$ cat config.mk
export PLATFORM = sky130hd
export DESIGN_NAME = vga_pos_to_cell
export DESIGN_NICKNAME = d
export VERILOG_FILES = /design/src/rtl/vga_pos_to_cell.sv
export SDC_FILE = /design/constraint.sdc
export NUM_CORES = 1
export LEC_CHECK = 0
export BUFFER_PORTS_ARGS = -buffer_cell sky130_fd_sc_hd__buf_2
export CORE_ASPECT_RATIO = 0.8
export CORE_MARGIN = 4
export CORE_UTILIZATION = 25
export DETAILED_ROUTE_END_ITERATION = 8
export GPL_ROUTABILITY_DRIVEN = 1
export HOLD_SLACK_MARGIN = 0.02
export PLACE_DENSITY = 0.52
export SYNTH_ARGS = -nofsm -noshare
export SYNTH_HDL_FRONTEND = slang
export SYNTH_SLANG_ARGS = --single-unit
$ cat constraint.sdc
create_clock -name clk -period 8.15 [get_ports clk]
set_input_delay 0.4075 -clock clk [delete_from_list [all_inputs] [get_ports clk]]
set_output_delay 0.4075 -clock clk [all_outputs]
set_load 0.03 [all_outputs]
$ cat src/rtl/vga_pos_to_cell.sv
// Raster position -> game-matrix cell lookup. Computes cell/sub-cell indices,
// reads the map RAM, and returns an aligned per-pixel bundle 2 clk after input.
module vga_pos_to_cell #(
  parameter int H_VISIBLE_START = 336,
  parameter int H_VISIBLE_END   = 1615,
  parameter int V_VISIBLE_START = 27,
  parameter int V_VISIBLE_END   = 826,
  parameter int MAP_W           = 80,
  parameter int DATA_W          = 4
) (
  input  logic              clk,
  input  logic              rst,
  input  logic              pix_en,
  input  logic [10:0]       hcount,
  input  logic [9:0]        vcount,
  output logic [11:0]       ram_addr,
  output logic              ram_rd,
  input  logic [DATA_W-1:0] ram_data,
  output logic              out_valid,
  output logic              visible,
  output logic [6:0]        cell_x,
  output logic [5:0]        cell_y,
  output logic [3:0]        sub_x,
  output logic [3:0]        sub_y,
  output logic [DATA_W-1:0] cell_data,
  output logic              cell_enter,
  output logic              frame_start
);

  localparam int STAGES = 3;

  typedef struct packed {
    logic       vis;
    logic [6:0] cx;
    logic [5:0] cy;
    logic [3:0] sx;
    logic [3:0] sy;
    logic       frame;
  } meta_t;

  logic [STAGES:1] vld_pipe;
  meta_t           meta_in, meta_s1, meta_s2;
  logic            vis_in;
  logic [10:0]     x_off;
  logic [9:0]      y_off;
  logic [11:0]     row_base, addr_in;

  always_comb begin
    vis_in = (hcount >= 11'(H_VISIBLE_START)) && (hcount <= 11'(H_VISIBLE_END)) &&
             (vcount >= 10'(V_VISIBLE_START)) && (vcount <= 10'(V_VISIBLE_END));
    x_off  = hcount - 11'(H_VISIBLE_START);
    y_off  = vcount - 10'(V_VISIBLE_START);

    // Indices stay zero for bubbles and off-screen pixels so downstream sees clean zeros.
    meta_in       = '0;
    meta_in.frame = pix_en && (hcount == 11'd0) && (vcount == 10'd0);
    if (pix_en && vis_in) begin
      meta_in.vis = 1'b1;
      meta_in.cx  = x_off[10:4];
      meta_in.cy  = y_off[9:4];
      meta_in.sx  = x_off[3:0];
      meta_in.sy  = y_off[3:0];
    end

    // Constant multiply by MAP_W unrolled into shift-adds (80 -> <<6 + <<4).
    row_base = '0;
    for (int b = 0; b < 12; b++)
      if (MAP_W[b]) row_base = row_base + ({6'b0, meta_in.cy} << b);
    addr_in = row_base + {5'b0, meta_in.cx};
  end

  // Stage 1: RAM request plus metadata; stage 2: metadata waits for RAM data.
  always_ff @(posedge clk) begin
    if (rst) begin
      vld_pipe <= '0;
      meta_s1  <= '0;
      meta_s2  <= '0;
      ram_rd   <= 1'b0;
      ram_addr <= '0;
    end else begin
      vld_pipe <= {vld_pipe[STAGES-1:1], pix_en};
      meta_s1  <= meta_in;
      meta_s2  <= meta_s1;
      ram_rd   <= pix_en && vis_in;
      if (pix_en && vis_in) ram_addr <= addr_in;
    end
  end

  assign out_valid = vld_pipe[STAGES];

  // Stage 3: output bundle; RAM data masked off-screen since the read was skipped.
  always_ff @(posedge clk) begin
    if (rst) begin
      visible     <= 1'b0;
      cell_x      <= '0;
      cell_y      <= '0;
      sub_x       <= '0;
      sub_y       <= '0;
      cell_data   <= '0;
      cell_enter  <= 1'b0;
      frame_start <= 1'b0;
    end else begin
      visible     <= meta_s2.vis;
      cell_x      <= meta_s2.cx;
      cell_y      <= meta_s2.cy;
      sub_x       <= meta_s2.sx;
      sub_y       <= meta_s2.sy;
      cell_data   <= meta_s2.vis ? ram_data : '0;
      cell_enter  <= meta_s2.vis && (meta_s2.sx == 4'd0);
      frame_start <= meta_s2.frame;
    end
  end

endmodule

==> Word-level counts from Yosys, hierarchy flattened <==
Index checks and enable logic that the tools add are counted.
{ "word_totals": {"register_bits": 90, "latch_bits": 0, "ram_bits": 0, "mem_bits_ro": 0, "in_bits": 28, "out_inout_bits": 42, "elab_cells": 46, "n_memories": 0} }
{ "op_classes": {"addsub": 4, "n_mul": 0, "div_mod_pow": 0, "magnitude_cmp": 4, "eq_ne": 0, "shift": 0, "mux": 1, "bitwise_logic": 2, "reduce_logical": 12} }
{ "op_table": {"columns": ["cell", "n"], "rows": [
  ["22-bit 2-to-1 mux", 1],
  ["10-bit by 12-bit adder with 12-bit output", 1],
  ["12-bit by 7-bit adder with 12-bit output", 1],
  ["11-bit by 9-bit >= comparator with 1-bit output (second input constant)", 1],
  ["11-bit <= comparator (second input constant)", 1],
  ["11-bit zero test", 1],
  ["11-bit by 9-bit subtractor with 11-bit output (second input constant)", 1],
  ["10-bit by 5-bit >= comparator with 1-bit output (second input constant)", 1],
  ["10-bit <= comparator (second input constant)", 1],
  ["10-bit zero test", 1],
  ["10-bit by 5-bit subtractor with 10-bit output (second input constant)", 1],
  ["1-bit logical AND", 7],
  ["4-bit zero test", 1],
  ["2-bit OR reduction", 2],
  ["1-bit NOT", 2]
]} }

==> Depth between registers and ports, before layout <==
Gate-level depths: netlist of run 1.
{ "logic_depth": {"ltp_word": 8, "ltp_mapped": 16, "ltp_nobuf": 15} }

==> Least setup slack after synthesis of run 1 <==
OpenSTA, ideal clock, no wires.
{ "synth_path": {"path_kind": "input to register", "from": "input vcount[8]", "to": "register ram_addr[11]", "arrival_time_ns": 3.458, "path_slack_ns": 4.575, "stages": 13, "cell_sequence": "or4_1 -> o31ai_2 -> a41oi_2 -> nand3_2 -> buf_4 -> nor2_1 -> fa_1 -> fa_1 -> a211oi_1 -> o21bai_1 -> a21oi_1 -> xor2_1 -> o211a_1"} }
{ "synth_lines": {"columns": ["item", "line", "source"], "rows": [
  ["start: declaration", "15", "input logic [9:0] vcount,"],
  ["end signal: assignment", "85", "if (pix_en && vis_in) ram_addr <= addr_in;"],
  ["end: declaration", "16", "output logic [11:0] ram_addr,"]
]} }

==> results of run 1 <==
[worst min path at each step]
stage | from | end | slack, ns | cells past startpoint
floorplan | meta_s2[5] | cell_enter | 0.39 | 1
global placement | meta_s2[5] | cell_enter | 0.40 | 1
CTS | ram_data[3] | cell_data[3] | 0.27 | 2
global route | ram_data[3] | cell_data[3] | 0.27 | 2
finish | ram_data[3] | cell_data[3] | 0.28 | 2
detailed placement | meta_s2[6] | cell_enter | 0.41 | 1
[final cells by class]
type / count / area (um2)
fill: 1360 / 8770
sequential: 89 / 1780
multi-input combinational: 209 / 1470
timing repair buffer: 71 / 360
clock buffer: 12 / 246
tap: 175 / 219
clock inverter: 4 / 76.3
inverter: 9 / 33.8
antenna: 1 / 2.50
[synth_stat cells (3+ instances only)]
cell type / instances
a21oi_1: 10
and2_1: 4
and3_1: 5
clkbuf_1: 6
dfxtp_1: 89
ha_1: 17
inv_1: 9
nand2_1: 13
nand4_1: 6
nor2_1: 32
nor2b_1: 51
nor3_1: 4
o21ai_0: 4
o22ai_2: 3
o31ai_1: 5
or4_1: 3
xnor2_1: 6
xor2_1: 9
[sequential cells by signal, summed over array words and instances (netlist names), 3 cells and up]
signal,flops
cell_x,7
cell_y,6
vld_pipe,3
cell_data,4
meta_s1,22
ram_addr,12
sub_y,4
meta_s2,23
sub_x,4
[per-layer routing]
layer  vias to the layer above  track usage [%]  share of wire, %
met5                         -                0                 0
met4                         0             5.12               2.3
met3                        16             3.77               7.6
met2                        64             16.1                46
met1                      1066             12.1                44
li1                       1218                -                 -
[logic make-up after synthesis]
kind of cell | synth area share, %
muxes | 0.300
xor gates and xnor gates | 3.94
and+or+nand+nor | 21.3
DFF | 53.4
AOI/OAI and AO/OA | 11.0
buffers and inverters | 2.40
adders and majority gates | 7.58
[report_power, final]
group / switching (mW) / leakage, nW / internal [mW]
registers: 0.00414 / 0.722 / 0.448
clock network: 0.165 / 0.153 / 0.278
logic: 0.0651 / 1.00 / 0.0361
[metrics by stage]
| step | utilization (%) | instance area, um2 | total power, mW |
|---|---|---|---|
| finish | 32.4 | 4190 | 0.996 |
| global route | 32.4 | 4190 | 1.04 |
| global placement | 29.8 | 3870 | 0.564 |
| detailed placement | 29.8 | 3870 | 0.564 |
| CTS | 32.3 | 4190 | 1.01 |
| floorplan | - | 3340 | 0.529 |
[worst max-delay path, delay by kind of cell]
kind	cells	cell delay [ns]
AND/OR/NAND/NOR	3	1.18
AO/OA/AOI/OAI	5	1.12
XOR/XNOR	1	0.08
buffers and inverters	1	0.12
adder cells (fa/ha/maj)	2	0.98
==> impl_metrics.py, run 1 <==
metrics = {
    "outcome": {
        "run_status": "complete, no violations",
    },
    "finish": {
        "final_common_cell": "dfxtp_1",
        "instances_no_fill": 570,
        "drive_above_1_share_pct": 25.6,
        "nNetsFinal": 436,
        "area_growth_pct": 25.7,
        "layout_common_cells": "dfxtp_1 (89), buf_2 (69), nor2b_1 (51)",
    },
    "clocking": {
        "cts_buffers": 9,
        "clk_latency_ns": 0.33,
        "postCtsSetupRepairBufs": 0,
        "cts_max_level": 3,
        "cts.sinks": 89,
        "cts_resized": 0,
        "cts_root_buffer": "clkbuf_16",
        "hold_buffers": 0,
        "clkTransAtPathRegs_ns": 0.07,
        "cts_tree": "done",
        "clk_path_buf_depth": 2,
    },
    "synth": {
        "synth_flop_cell": "dfxtp_1",
        "async_flop_share_pct": 0,
        "yosys.area.top_type": "dfxtp_1",
        "ys_seq_area_share_pct": 53.4,
        "ys_types": 50,
        "synth-edff-count": 0,
        "synthesis.nets": 364,
        "netlist.area_leader.share_pct": 53.4,
        "synth_area_leaders": "dfxtp_1 (53%), nor2b_1 (9.6%), ha_1 (6.4%)",
        "syn_area_per_cell_um2": 10.5,
        "ys_seq_elements": 89,
        "yosysWarnings": 0,
        "netlist_instances": 317,
        "syn-cell-area_mm2": 0.00334,
    },
    "hold_path": {
        "hp-class": "in -> reg",
    },
    "worst_setup_path": {
        "rr_worst_depth": 3,
        "crit_fanout": 12,
        "crit_arrival_ns": 3.89,
        "reg2reg_to": "cell_enter",
        "crit_required_ns": 8.38,
        "max_stage_delay_ns": 0.57,
        "critPathSlowestCell": "or4_4",
        "regToRegSetupSlack_ns": 7.29,
        "crit_path_end_kind": "register",
        "crit_path_frequent_cell": "fa_1",
        "rr_startpoint": "meta_s2[22]",
        "path_cells": "buf_2 -> or4_4 -> o211ai_2 -> nand3_2 -> nor2_1 -> fa_1 -> fa_1 -> a211oi_1 -> o21bai_1 -> a21oi_1 -> xor2_1 -> o211a_1",
        "endpoint": "ram_addr[11]",
        "worstSetupPathType": "in -> reg",
        "worstSetupStartpointType": "input pin",
        "cp-startpoint": "hcount[0]",
    },
    "route": {
        "finalWirelength_mm": 7.49,
        "firstDrtPassIters": 4,
        "drt-initial-drc-count": 95,
        "wl_per_cell_um": 13.1,
        "ant_nets": 0,
        "routed-via-count": 2364,
        "routed_via_density": 4.15,
        "drc_errors": 0,
    },
    "sta": {
        "setup_ws_ns": 4.49,
        "rsz0062_at_grt": "no",
        "slew_violations": 0,
        "fmax_mhz": 273,
        "skew_ns": 0.00849,
        "whs_ns": 0.279,
        "tightest_slew_ns": 0.721,
        "finalCritPeriodShare_pct": 45.0,
        "post-route-min-period_ns": 3.66,
        "tns_ns": 0,
        "hold_viol": 0,
        "setup_viol": 0,
        "slew_headroom_pct": 51.9,
    },
    "place": {
        "detailedPlace.worstSlack_ns": 4.18,
        "dp.cells": 553,
        "dp_hpwl_mm": 5.54,
        "place_congestion": 0.857,
        "port_buffers": 69,
    },
    "floorplan": {
        "dieHeight_um": 111,
        "start_util_pct": 25.7,
        "die_w_um": 137,
        "io_pins": 70,
        "coreArea_mm2": 0.0130,
        "rows": 37,
        "dieArea_mm2": 0.0153,
    },
    "global_routing": {
        "grt_pass1_vias": 2445,
        "grt-ovfl-total": 0,
        "grtUsageTotal_pct": 10.2,
        "antenna_found_initial": 1,
        "grt_pass1_wl_mm": 12.0,
        "grt_max_degree": 57,
    },
    "pwr": {
        "pwr_density_cell_mw_per_mm2": 237,
        "p_leak_nw": 1.88,
        "ir_drop_uv": 75.7,
    },
    "run": {
        "cap_viol_max_count": 0,
    },
}
Power figures use the tool's default switching activity.
==> run 2, diff against run 1 <==
--- a/config.mk
+++ b/config.mk
@@ -12,7 +12,7 @@
 export DETAILED_ROUTE_END_ITERATION = 8
 export GPL_ROUTABILITY_DRIVEN = 1
 export HOLD_SLACK_MARGIN = 0.02
-export PLACE_DENSITY = 0.52
+export PLACE_DENSITY = 0.53
 export SYNTH_ARGS = -nofsm -noshare
 export SYNTH_HDL_FRONTEND = slang
 export SYNTH_SLANG_ARGS = --single-unit
==> constraint.sdc (replaced) <==
create_clock -name clk -period 3.2 [get_ports clk]
set_input_delay 0.16 -clock clk [delete_from_list [all_inputs] [get_ports clk]]
set_output_delay 0.16 -clock clk [all_outputs]
set_load 0.03 [all_outputs]
==> run 2 against run 1 <==
Against the previous run:
- clock skew shrank 0.0044 ns
- largest power group is now clock
- via count grew 3.7%
- first-iteration DRC count up 56%
- non-clock buffer count grew 22
- largest cell class unchanged
==> impl_metrics.py, run 2 (synthesis results as in run 1) <==
metrics = {
    "route": {
        "firstDrtPassIters": 4,
        "ant_nets": 0,
        "drc_errors": 0,
        "wl_per_cell_um": 12.9,
        "drt-initial-drc-count": 148,
        "finalWirelength_mm": 7.65,
        "routed-via-count": 2451,
        "routed_via_density": 4.15,
    },
    "worst_setup_path": {
        "rr_startpoint": "meta_s2[22]",
        "reg2reg_to": "cell_enter",
        "crit_arrival_ns": 3.17,
        "worstSetupPathType": "in -> reg",
        "crit_path_end_kind": "register",
        "regToRegSetupSlack_ns": 2.36,
        "crit_required_ns": 3.41,
        "cp-startpoint": "vcount[8]",
        "crit_fanout": 7,
        "worstSetupStartpointType": "input pin",
        "rr_worst_depth": 3,
    },
    "sta": {
        "fmax_mhz": 337,
        "hold_viol": 0,
        "slew_headroom_pct": 47.8,
        "rsz0062_at_grt": "no",
        "whs_ns": 0.0346,
        "skew_ns": 0.00409,
        "finalCritPeriodShare_pct": 92.7,
        "slew_violations": 0,
        "setup_viol": 0,
        "post-route-min-period_ns": 2.97,
        "tightest_slew_ns": 0.782,
    },
    "clocking": {
        "clkTransAtPathRegs_ns": 0.07,
        "cts_resized": 0,
        "cts.sinks": 89,
        "clk_path_buf_depth": 2,
        "cts_tree": "done",
        "clk_latency_ns": 0.34,
        "cts_max_level": 3,
        "cts_buffers": 9,
        "cts_root_buffer": "clkbuf_16",
    },
    "place": {
        "dp_hpwl_mm": 5.88,
        "port_buffers": 69,
        "dp.cells": 572,
        "place_congestion": 0.837,
    },
    "finish": {
        "fin_util_pct": 34.0,
        "layout_common_cells": "dfxtp_1 (89), buf_2 (69), nor2b_1 (51)",
        "instances_no_fill": 591,
        "nNetsFinal": 458,
        "reg_top3": "meta_s2 x23, meta_s1 x22, ram_addr x12",
        "register_area_mm2": 0.00178,
        "area_growth_pct": 32.2,
        "max_flop_register": "meta_s2",
        "largest_register_ffs": 23,
        "antenna_cells": 0,
        "final_common_cell": "dfxtp_1",
        "fillers": 1357,
        "multi_input_area_mm2": 0.00149,
        "drive_above_1_share_pct": 30.3,
    },
    "pwr": {
        "ir_drop_uv": 311,
        "p_leak_nw": 2.00,
        "pwr_density_cell_mw_per_mm2": 599,
    },
    "global_routing": {
        "grt_pass1_wl_mm": 12.4,
        "grt-ovfl-total": 0,
        "antenna_found_initial": 0,
        "grt_pass1_vias": 2458,
        "grt_max_degree": 56,
        "grtUsageTotal_pct": 10.6,
    },
    "run": {
        "cap_viol_max_count": 0,
    },
    "outcome": {
        "run_status": "complete, no violations",
    },
    "floorplan": {
        "dieArea_mm2": 0.0153,
        "dieHeight_um": 111,
        "start_util_pct": 25.7,
        "io_pins": 70,
        "rows": 37,
        "die_w_um": 137,
        "coreArea_mm2": 0.0130,
    },
    "hold_path": {
        "hold_end": "meta_s1[1]",
        "whs_path_depth": 2,
        "min_from": "vcount[0]",
        "hp-class": "in -> reg",
    },
}
## run 2: worst max-delay path by stage
stage / to / slack (ns) / cells past startpoint
2_1_floorplan: ram_addr[11] / 0.03 / 14
3_3_place_gp: ram_addr[11] / -0.02 / 13
3_5_place_dp: ram_addr[11] / -0.12 / 14
4_1_cts: ram_addr[10] / 0.25 / 13
5_1_grt: ram_addr[10] / 0.03 / 13
6_report: ram_addr[10] / 0.23 / 13
## run 2: stage by stage
stage / TNS (ns) / setup slack [ns] / total power [mW] / instance area (um2)
after global routing: 0 / 0.0262 / 2.77 / 4410
after detailed placement: -0.318 / -0.116 / 1.46 / 4030
final: 0 / 0.235 / 2.64 / 4410
after global placement: -0.0233 / -0.0220 / 1.45 / 4030
after floorplan: 0 / 0.0304 / 1.35 / 3350
after CTS: 0 / 0.248 / 2.69 / 4410
## run 2: where the power goes
| group | internal, mW | switching [mW] |
|---|---|---|
| combinational | 0.109 | 0.170 |
| sequential | 1.14 | 0.0112 |
| clock | 0.772 | 0.437 |
| total | 2.02 | 0.618 |
## run 2: layout make-up
cell class | instances | share of cell area (%)
sequential | 89 | 40.4
multi-input combinational | 209 | 33.7
timing repair buffer | 93 | 12.1
clock buffer | 9 | 5.11
tap | 175 | 4.97
clock inverter | 7 | 2.92
inverter | 9 | 0.766
## run 2: timing repair
item,in CTS,in global routing
setup buffers,0,0
endpoints found under the hold margin,3,0
endpoints found under the setup margin,0,0
hold buffers,3,0
## run 2: metal layers
| metal | GRT usage (%) | wire length [um] |
|---|---|---|
| met1 | 12.8 | 3480 |
| met2 | 17.5 | 3630 |
| met3 | 3.95 | 442 |
| met4 | 3.39 | 94 |
| met5 | 0 | 0 |
## run 2: critical path, cell delays in order
cell and delay [ns]:
buf_2 0.11, or4_4 0.55, o31ai_2 0.33, a41oi_2 0.08, nand3_2 0.16, nor2_1 0.09, fa_1 0.54, ha_1 0.31
a21oi_1 0.25, o211ai_1 0.14, a21oi_1 0.21, xor2_1 0.17, o31ai_1 0.07
